File: src/rtl/avst_frame_checker_sat_counter.sv
// Saturating up-counter with synchronous clear; clear has priority over increment.
module avst_frame_checker_sat_counter #(
    parameter int unsigned W = 16
) (
    input  logic         clk,
    input  logic         rst,
    input  logic         clr_i,
    input  logic         inc_i,
    output logic [W-1:0] cnt_o
);

    logic [W-1:0] cnt_q;
    logic [W-1:0] cnt_d;

    always_comb begin
        cnt_d = cnt_q;
        if (clr_i) begin
            cnt_d = '0;
        end else if (inc_i && (cnt_q != {W{1'b1}})) begin
            cnt_d = cnt_q + W'(1);
        end
    end

    always_ff @(posedge clk) begin
        if (rst) begin
            cnt_q <= '0;
        end else begin
            cnt_q <= cnt_d;
        end
    end

    assign cnt_o = cnt_q;

endmodule

File: config.mk
export PLATFORM = sky130hd
export DESIGN_NAME = avst_frame_checker_sat_counter
export DESIGN_NICKNAME = d
export VERILOG_FILES = /design/src/rtl/avst_frame_checker_sat_counter.sv
export SDC_FILE = /design/constraint.sdc
export NUM_CORES = 1
export LEC_CHECK = 0
export CAP_MARGIN = 20
export CORE_MARGIN = 1
export CORE_UTILIZATION = 55
export CTS_CLUSTER_DIAMETER = 150
export CTS_CLUSTER_SIZE = 28
export DETAILED_ROUTE_END_ITERATION = 8
export DONT_BUFFER_PORTS = 1
export GPL_TIMING_DRIVEN = 0
export PLACE_DENSITY = 0.66
export SKIP_CTS_REPAIR_TIMING = 1
export SLEW_MARGIN = 20
export SYNTH_ARGS = -nofsm -noshare
export SYNTH_HDL_FRONTEND = slang
export SYNTH_SLANG_ARGS = --single-unit
File: constraint.sdc
create_clock -name clk -period 4.4 [get_ports clk]
set_clock_uncertainty 0.15 [all_clocks]
set_input_delay 0.88 -clock clk [delete_from_list [all_inputs] [get_ports clk]]
set_output_delay 0.88 -clock clk [all_outputs]
set_load 0.005 [all_outputs]
==> flow_metrics.env <==
export IMPL_clk_pin_slew_ns=0.10
export IMPL_min_path_type="reg2reg"
export IMPL_yosysTopAreaCellShare=0.3492
export IMPL_antenna_cells=0
export IMPL_startpoint_type="register"
export IMPL_cp_end_kind="output pin"
export IMPL_final_core_util=0.6297
export IMPL_syn_avg_cell_area_um2=8.991
export IMPL_antenna_found_initial=0
export IMPL_io_pins=20
export IMPL_hold_viol_final=0
export IMPL_grt_pass1_vias=674
export IMPL_drtIter0Drc=18
export IMPL_synth_edf_count=0
export IMPL_grt_max_degree=11
export IMPL_worstMarginPinSlew_ns=0.4038
export IMPL_hold_end="cnt_o[1]"
export IMPL_die_x_um=42.84
export IMPL_vdd_drop_max_uv=168.7
export IMPL_drc=0
export IMPL_worstPathRequired_ns=3.37
export IMPL_synthesis_nets=107
export IMPL_rows=14
export IMPL_r2r_end="cnt_o[12]"
export IMPL_cts_tree="done"
export IMPL_reg2reg_depth=6
export IMPL_portBuffers=0
export IMPL_wl_um=1876
export IMPL_dp_hpwl_um=1406
export IMPL_report_final_setup_viol=0
export IMPL_grt_pass1_wl_um=3070
export IMPL_firstDrtPassIters=4
export IMPL_final_max_slew_viol_count=0
export IMPL_r2r_slack_ns=2.65
export IMPL_layout_nets=112
export IMPL_netlist_area_um2=917.1
export IMPL_yosys_area_top_type="dfxtp_1"
export IMPL_hold_start="cnt_o[1]"
export IMPL_ys_seq_area_frac=0.3492
export IMPL_timing_final_crit_share=0.4157
export IMPL_initial_core_util=0.6018
export IMPL_synth_warnings=0
export IMPL_layout_drive_gt1_share=0.1714
export IMPL_async_reset_ff_frac=0
export IMPL_hold_path_depth=2
export IMPL_p_leak_nw=0.3425
export IMPL_status="finished clean"
export IMPL_vias_per_cell=6.620
export IMPL_core_area_mm2=0.001524
export IMPL_wire_per_inst_um=15.50
export IMPL_worstPathArrival_ns=0.80
export IMPL_yosys_most_used_dff="dfxtp_1"
export IMPL_grt_usage=0.2216
export IMPL_clk_latency_ns=0.29
export IMPL_synthCells=102
export IMPL_ys_ff_latch=16
export IMPL_num_vias=801
export IMPL_criticalPathCategory="reg2out"
export IMPL_htree_levels=1
export IMPL_period_needed_ns=1.829
export IMPL_rsz0062_at_grt="false"
export IMPL_clock_sinks=16
export IMPL_die_h_um=42.84
export IMPL_max_cap_violations=0
export IMPL_synth_cell_types=36
export IMPL_pwr_density_cell_mw_per_mm2=244.2
export IMPL_dieArea_mm2=0.001835
export IMPL_ant_nets=0
export IMPL_area_growth_pct=4.638
export IMPL_largest_reg_flops=16
export IMPL_crit_fanout=7
export IMPL_rr_startpoint="cnt_o[0]"
export IMPL_max_clock_path_buffers=2
export IMPL_slew_headroom=0.7308
export IMPL_overflow=0
export IMPL_final_setup_tns_ns=0
export IMPL_cts_buffers=3
export IMPL_ys_top_cells_by_area="dfxtp_1 35%, mux2i_1 6.5%, nand2_1 5.3%"
export IMPL_gp_congestion=0.7641
export IMPL_fmax_mhz=546.7
export IMPL_cts_root_buffer_cell="clkbuf_4"
[cells by family after synthesis]
kind of cell	after synthesis	synth area share
mux	6	0.06549
buf+inv	6	0.05047
simple gates	46	0.3151
fa+ha+maj	1	0.01364
compound gates	27	0.2060
flops	16	0.3493
[power breakdown]
group / internal, mW / leakage, nW / switching [mW] / total, mW
registers: 0.145 / 0.129 / 0.000942 / 0.146
logic: 0.00352 / 0.200 / 0.00449 / 0.00801
clock network: 0.0319 / 0.0138 / 0.0482 / 0.0800
total: 0.181 / 0.343 / 0.0536 / 0.234
[worst min-delay path, stage by stage (launching register included)]
cell	delay (ns)
dfxtp_1	0.36
nand2_1	0.07
mux2i_1	0.05
[worst max-delay path by stage]
| stage | start | to | slack [ns] | cells past startpoint |
|---|---|---|---|---|
| 4_1_cts | cnt_o[13] | cnt_o[13] | 2.58 | 0 |
| 3_3_place_gp | clr_i | cnt_o[2] | 2.39 | 4 |
| 3_5_place_dp | clr_i | cnt_o[2] | 2.36 | 4 |
| 5_1_grt | clr_i | cnt_o[4] | 2.48 | 4 |
| 2_1_floorplan | inc_i | cnt_o[12] | 2.50 | 5 |
| 6_report | cnt_o[13] | cnt_o[13] | 2.57 | 0 |
[metrics by stage]
step | setup WS [ns] | power, mW | cells | hold WS, ns | cell area (um^2)
final | 2.571 | 0.2343 | 121 | 0.3745 | 959.7
after global routing | 2.478 | 0.2387 | 121 | 0.4117 | 959.7
after CTS | 2.576 | 0.2340 | 121 | 0.3749 | 959.7
after detailed placement | 2.360 | 0.1577 | 118 | 0.3620 | 937.1
after global placement | 2.390 | 0.1575 | 118 | 0.3517 | 937.1
after floorplan | 2.500 | 0.1559 | 102 | 0.3269 | 917.1
[area by class of cell]
type / count / area [um^2]
plain buffers: 5 / 42.54
fillers: 131 / 564.3
flip-flops and latches: 16 / 320.3
well taps: 16 / 20.02
inverters: 1 / 3.754
clock buffers: 3 / 22.52
multi-input cells: 80 / 550.5
[layer usage]
metal	vias to the layer above	track usage	wire length [um]
li1	397	-	-
met1	382	0.3089	939
met2	17	0.3121	826
met3	5	0.05106	72
met4	0	0.1188	38
met5	-	0	0
[Yosys cell counts (3+ instances only)]
| library cell | count |
|---|---|
| nand2_1 | 13 |
| or3_2 | 3 |
| a31oi_1 | 4 |
| mux2i_1 | 6 |
| nand3_1 | 5 |
| o21ai_0 | 4 |
| a21oi_1 | 6 |
| dfxtp_1 | 16 |
| nand4_1 | 3 |
| or3_1 | 4 |
| a211oi_1 | 3 |
| and3_1 | 3 |
[cell usage in the layout, fill, tap and decap left out, drive strengths merged, types with 4 or more instances in the layout]
cell	n
and2	4
nand2	13
mux2i	6
a31oi	4
and3	6
a211oi	4
nand4	4
buf	4
a21oi	6
or3	7
dfxtp	16
nand3	5
o21ai	6
Note: power is estimated with default switching activity, not from simulation.
==> RTL change 1: new RTL, config.mk and constraints unchanged <==
`W`: 16 -> 14.
--- a/src/rtl/avst_frame_checker_sat_counter.sv
+++ b/src/rtl/avst_frame_checker_sat_counter.sv
@@ -1,6 +1,6 @@
 // Saturating up-counter with synchronous clear; clear has priority over increment.
 module avst_frame_checker_sat_counter #(
-    parameter int unsigned W = 16
+    parameter int unsigned W = 14
 ) (
     input  logic         clk,
     input  logic         rst,
Ports: changed (resized cnt_o); port bits go from 20 to 18. No check against the original RTL was run, so the function may have changed too.
==> RTL change 1 against the unedited design <==
Sequential cell count fell by 2; die area fell by 18%; first-iteration DRC count rose by 22%; non-clock buffer count fell by 2; cell area fell by 17%; synthesized area fell by 19%; via count fell by 8.4%; combinational power fell by 35%; total power fell by 2.5%; worst setup slack got worse by 0.35 ns; sequential power fell by 12%; final cell count fell by 12%; routed wire length fell by 1.4%.
==> RTL change 1: results (changes against the unedited design) <==
Run status
  – Status: finished clean (unchanged)

Cells and area
  – Layout cells sized above 1: 10.8% (was 17.1%)
  – Filler instances: 103 (was 131)
  – Largest register FFs: 14 (was 16)
  – Nets: 99 (was 112)

Route
  – Wire length per cell: 17.3 um (was 15.5 um)
  – Met2 wire length: 853 um (was 826 um)
  – Iteration-0 DRC Markers: 22 (was 18)
  – Total met3 wirelength after detailed routing: 143 um (was 72 um)
  – Wl on met1: 828 um (was 939 um)
  – Avg Vias per Cell: 6.86 (was 6.62)

Logic synthesis
  – Sequential fraction of the synthesis area: 37.6% (was 34.9%)
  – Largest cells by area after synthesis: dfxtp_1, a21oi_1, nand3_1, o21ai_0, or4_1 (was dfxtp_1, mux2i_1, nand2_1, a21oi_1, a31oi_1)
  – Synth unique cells: 32 (was 36)
  – Synth top cells by count: dfxtp_1, a21oi_1, nand3_1, o21ai_0 (was dfxtp_1, nand2_1, a21oi_1, mux2i_1, nand3_1)
  – Net Count, Synth: 94 (was 107)

Power
  – Worst vdd ir: 0.000220 V (was 0.000169 V)
  – P_leak: 0.224 nW (was 0.343 nW)

Worst hold path
  – HP Class: register to register (unchanged)
  – Hold path startpoint: cnt_o[0] (was cnt_o[1])
  – WHS Endpoint: cnt_o[0] (was cnt_o[1])

Critical path
  – CP max stage delay: 0.59 ns
  – Reg-to-Reg End: cnt_o[11] (was cnt_o[12])
  – Critical Path AT: 2.22 ns (was 0.80 ns)
  – R2R Path Start: cnt_o[0] (unchanged)
  – R2R setup slack: 2.22 ns (was 2.65 ns)
  – Worst Path Max Fanout: 10 (was 7)

Clock network
  – CTS max path bufs: 2 (unchanged)
  – Clock latency at the later pin of the worst-skew pair: 0.29 ns (about the same)
  – Clk pin slew, worst setup/hold paths: 0.09 ns

Global route
  – First-pass GRT wire length: 2780 um (was 3070 um)
  – Total track usage: 27.4% (was 22.2%)
  – Vias in the first global route: 626 (was 674)

Placed design
  – DP Wirelength: 1260 um (was 1410 um)
  – Placer Congestion: 0.820 (was 0.764)

Timing
  – Worst slew pin tran: 0.597 ns (was 0.404 ns)
RTL change 1: cell count changes in the layout (fill, tap and decap cells not counted), moves of 4 or more:
cell	change
nand2_1	-9
a21oi_1	+4
mux2i_1	-5
or4_1	+4
RTL change 1: critical path, delay by kind of cell (launching register included):
family	cells	cell delay [ns]
flops	1	0.42
compound gates	1	0.17
simple gates	3	0.77
buf+inv	1	0.32
fa+ha+maj	1	0.26
RTL change 1: layout make-up:
cell class,count,area [um2],share of cell area (%)
Multi-Input combinational cell,68,435,54.5
Sequential cell,14,280,35.1
Clock buffer,4,36.3,4.55
Buffer,3,13.8,1.72
Inverter,4,15.0,1.88
Tap cell,14,17.5,2.19
RTL change 1: layer usage:
layer	vias to the layer above	track usage [%]
met5	-	0
met4	0	12.9
met3	4	6.94
met2	36	42.9
met1	338	34.8
li1	356	-
RTL change 1: logic make-up after synthesis:
| group | synth area share [%] |
|---|---|
| adder cells (fa/ha/maj) | 1.68 |
| flip-flops | 37.6 |
| buffers and inverters | 3.86 |
| AND/OR/NAND/NOR | 33.4 |
| multiplexers | 1.34 |
| AO/OA/AOI/OAI | 22.0 |
RTL change 1: worst max path at each step:
stage          startpoint        end  slack (ns)  cells past startpoint
2_1_floorplan       inc_i  cnt_o[11]        2.34                      5
3_3_place_gp        inc_i  cnt_o[11]        2.27                      5
3_5_place_dp        inc_i   cnt_o[9]        2.24                      5
4_1_cts          cnt_o[0]  cnt_o[11]        2.26                      6
5_1_grt          cnt_o[0]  cnt_o[11]        2.12                      6
6_report         cnt_o[0]  cnt_o[11]        2.22                      6
RTL change 1: power breakdown:
group,switching [mW],internal [mW]
logic,0.00333,0.00190
registers,0.000802,0.127
clock network,0.0448,0.0504
RTL change 1: stage by stage:
stage	instances	hold WS [ns]	total power, mW	cell area [um2]
after detailed placement	103	0.397	0.136	762
after global routing	107	0.425	0.236	798
after floorplan	89	0.351	0.135	744
after CTS	107	0.409	0.229	798
after global placement	103	0.384	0.136	762
final	107	0.404	0.228	798
==> RTL change 2: new RTL, same settings <==
Without the edit above. Reset style: asynchronous (`rst`), changed in one clocked block.
--- a/src/rtl/avst_frame_checker_sat_counter.sv
+++ b/src/rtl/avst_frame_checker_sat_counter.sv
@@ -21,7 +21,7 @@
         end
     end
 
-    always_ff @(posedge clk) begin
+    always_ff @(posedge clk or posedge rst) begin
         if (rst) begin
             cnt_q <= '0;
         end else begin
Behaviour: differs if rst is asserted again (counterexample within 4 cycles, from zero or initial values and one cycle with rst high); with rst held inactive, the same outputs for 10 cycles.
==> RTL change 2 against the unedited design <==
Non-clock buffer count down 1; highest routed layer unchanged; worst setup slack got worse by 0.51 ns; total power grew 13%; critical path depth up 6; synthesized area up 1.6%; register-to-register slack worse by 0.59 ns; sequential cell count unchanged; cell area is 3.0% higher; critical endpoint is now cnt_o[0]; largest cell class unchanged; largest power group unchanged; routed wire length increased by 2.8%.
==> RTL change 2: results (changes against the unedited design) <==
Critical path
  – Slowest CP cell: nor4_1
  – Worst Path Max Fanout: 8 (was 7)
  – R2R Path Start: cnt_o[0] (unchanged)
  – CP max stage delay: 0.55 ns
  – Critical Path AT: 2.37 ns (was 0.80 ns)
  – Crit path launch type: register (unchanged)
  – Delay-heaviest family, CP: simple AND/OR/NAND/NOR gates

Placed design
  – Placer Congestion: 0.804 (was 0.764)
  – DP Wirelength: 1390 um (was 1410 um)
  – Port bufs: 0 (unchanged)

Logic synthesis
  – Primary FF master, synth: dfrtp_1 (was dfxtp_1)
  – Synth top cells by count: dfrtp_1, a21oi_1, nand3_1 (was dfxtp_1, nand2_1, a21oi_1, mux2i_1, nand3_1)
  – Sequential fraction of the synthesis area: 43.0% (was 34.9%)
  – Net Count, Synth: 106 (was 107)
  – Asr flop ratio synth: 100% (was 0%)
  – Synth unique cells: 29 (was 36)
  – Largest cells by area after synthesis: dfrtp_1, a21oi_1, or4_1, o31ai_1, or3_1 (was dfxtp_1, mux2i_1, nand2_1, a21oi_1, a31oi_1)
  – Register bit count reported by yosys: 16 (unchanged)

Clock network
  – CTS tree: built (unchanged)
  – CTS max path bufs: 2 (unchanged)
  – Htree depth: 1 (unchanged)

Route
  – Highest metal used: met4 (unchanged)
  – Iteration-0 DRC Markers: 14 (was 18)
  – Total met3 wirelength after detailed routing: 81 um (was 72 um)
  – First-pass DRT Iterations: 4 (unchanged)
  – DRT Wirelength: 1930 um (was 1880 um)
  – Met2 wire length: 955 um (was 826 um)
  – Avg Vias per Cell: 6.90 (was 6.62)
  – Wl on met1: 858 um (was 939 um)

Power
  – Worst vdd ir: 0.000205 V (was 0.000169 V)
  – P_leak: 0.362 nW (was 0.343 nW)
  – Net Sw Power: 60.3 uW (was 53.6 uW)

Global route
  – Initial antenna violation count: 0 (unchanged)
  – First-pass GRT wire length: 3030 um (was 3070 um)
  – Met3 Use GR: 4.68% (was 5.11%)
  – Total track usage: 22.3% (was 22.2%)
  – Pin count of the biggest net entering global routing: 17 (was 11)
  – Grt met1 use: 28.1% (was 30.9%)
  – Grt met2 use: 34.9% (was 31.2%)
  – Vias in the first global route: 676 (was 674)

Cells and area
  – NonClk Buf Share: 2.53% (was 4.43%)
  – Layout cells sized above 1: 11.4% (was 17.1%)
  – Inverters: 3 (was 1)
  – Diode count: 0 (unchanged)
  – Comb_multi_in: 78 (was 80)
  – Clock Network Area Fraction: 3.67% (was 2.35%)
  – Clkbuf count: 4 (was 3)
  – Storage cell area: 400 um2 (was 320 um2)
  – Multi-input combinational area share: 50.1% (was 57.4%)
  – Largest register FFs: 16 (unchanged)
  – Bufs w/o clock: 4 (was 5)
  – Filler instances: 141 (was 131)

Run status
  – Status: finished clean (unchanged)

Timing
  – Worst slew pin tran: 0.699 ns (was 0.404 ns)

Worst hold path
  – HP Class: primary input to async pin (was register to register)
## RTL change 2: cell count changes after synthesis, sizes merged, moves of 4 or more
| cell | unedited run | this run |
|---|---|---|
| a211oi | 4 | 0 |
| o31ai | 0 | 5 |
| and2 | 4 | 0 |
| dfrtp | 0 | 16 |
| nand2 | 13 | 6 |
| a21oi | 6 | 12 |
| or4 | 0 | 8 |
| dfxtp | 16 | 0 |
| mux2i | 6 | 1 |
| and3 | 6 | 0 |
## RTL change 2: worst paths after layout
path                             endpoint  slack (ns)  cells past startpoint
worst max-delay path             cnt_o[0]        2.06                      6
min in group clk                cnt_o[14]        0.46                      2
worst min register to register  cnt_o[14]        0.46                      2
worst min-delay path             cnt_o[0]        0.39                      1
worst max register to register   cnt_o[0]        2.06                      6
max in group asynchronous       cnt_o[11]        3.31                      1
## RTL change 2: power by group through the flow
stage / logic [mW] / clock network (mW) / registers (mW)
global route: 0.0166 / 0.105 / 0.152
floorplan: 0.0116 / 0 / 0.154
CTS: 0.0150 / 0.100 / 0.152
finish: 0.0147 / 0.0979 / 0.152
detailed placement: 0.0149 / 0 / 0.155
global placement: 0.0143 / 0 / 0.155
## RTL change 2: per-stage QoR
step	power (mW)	std cells	worst slack, ns	util [%]	area [um2]
2_1_floorplan	0.166	101	2.01	-	932
3_3_place_gp	0.169	117	1.88	61.8	952
3_5_place_dp	0.170	117	1.85	61.8	952
4_1_cts	0.267	121	2.08	64.1	988
5_1_grt	0.274	121	1.90	64.1	988
6_report	0.264	121	2.06	64.1	988
## RTL change 2: cells by family (layout without fill, tap and decap cells)
group	Yosys count	after routing	synth area share (%)
simple gates	49	49	32.6
flops	16	16	43.0
mux	3	3	3.49
fa+ha+maj	1	1	1.34
compound gates	25	25	15.7
buf+inv	7	11	3.89
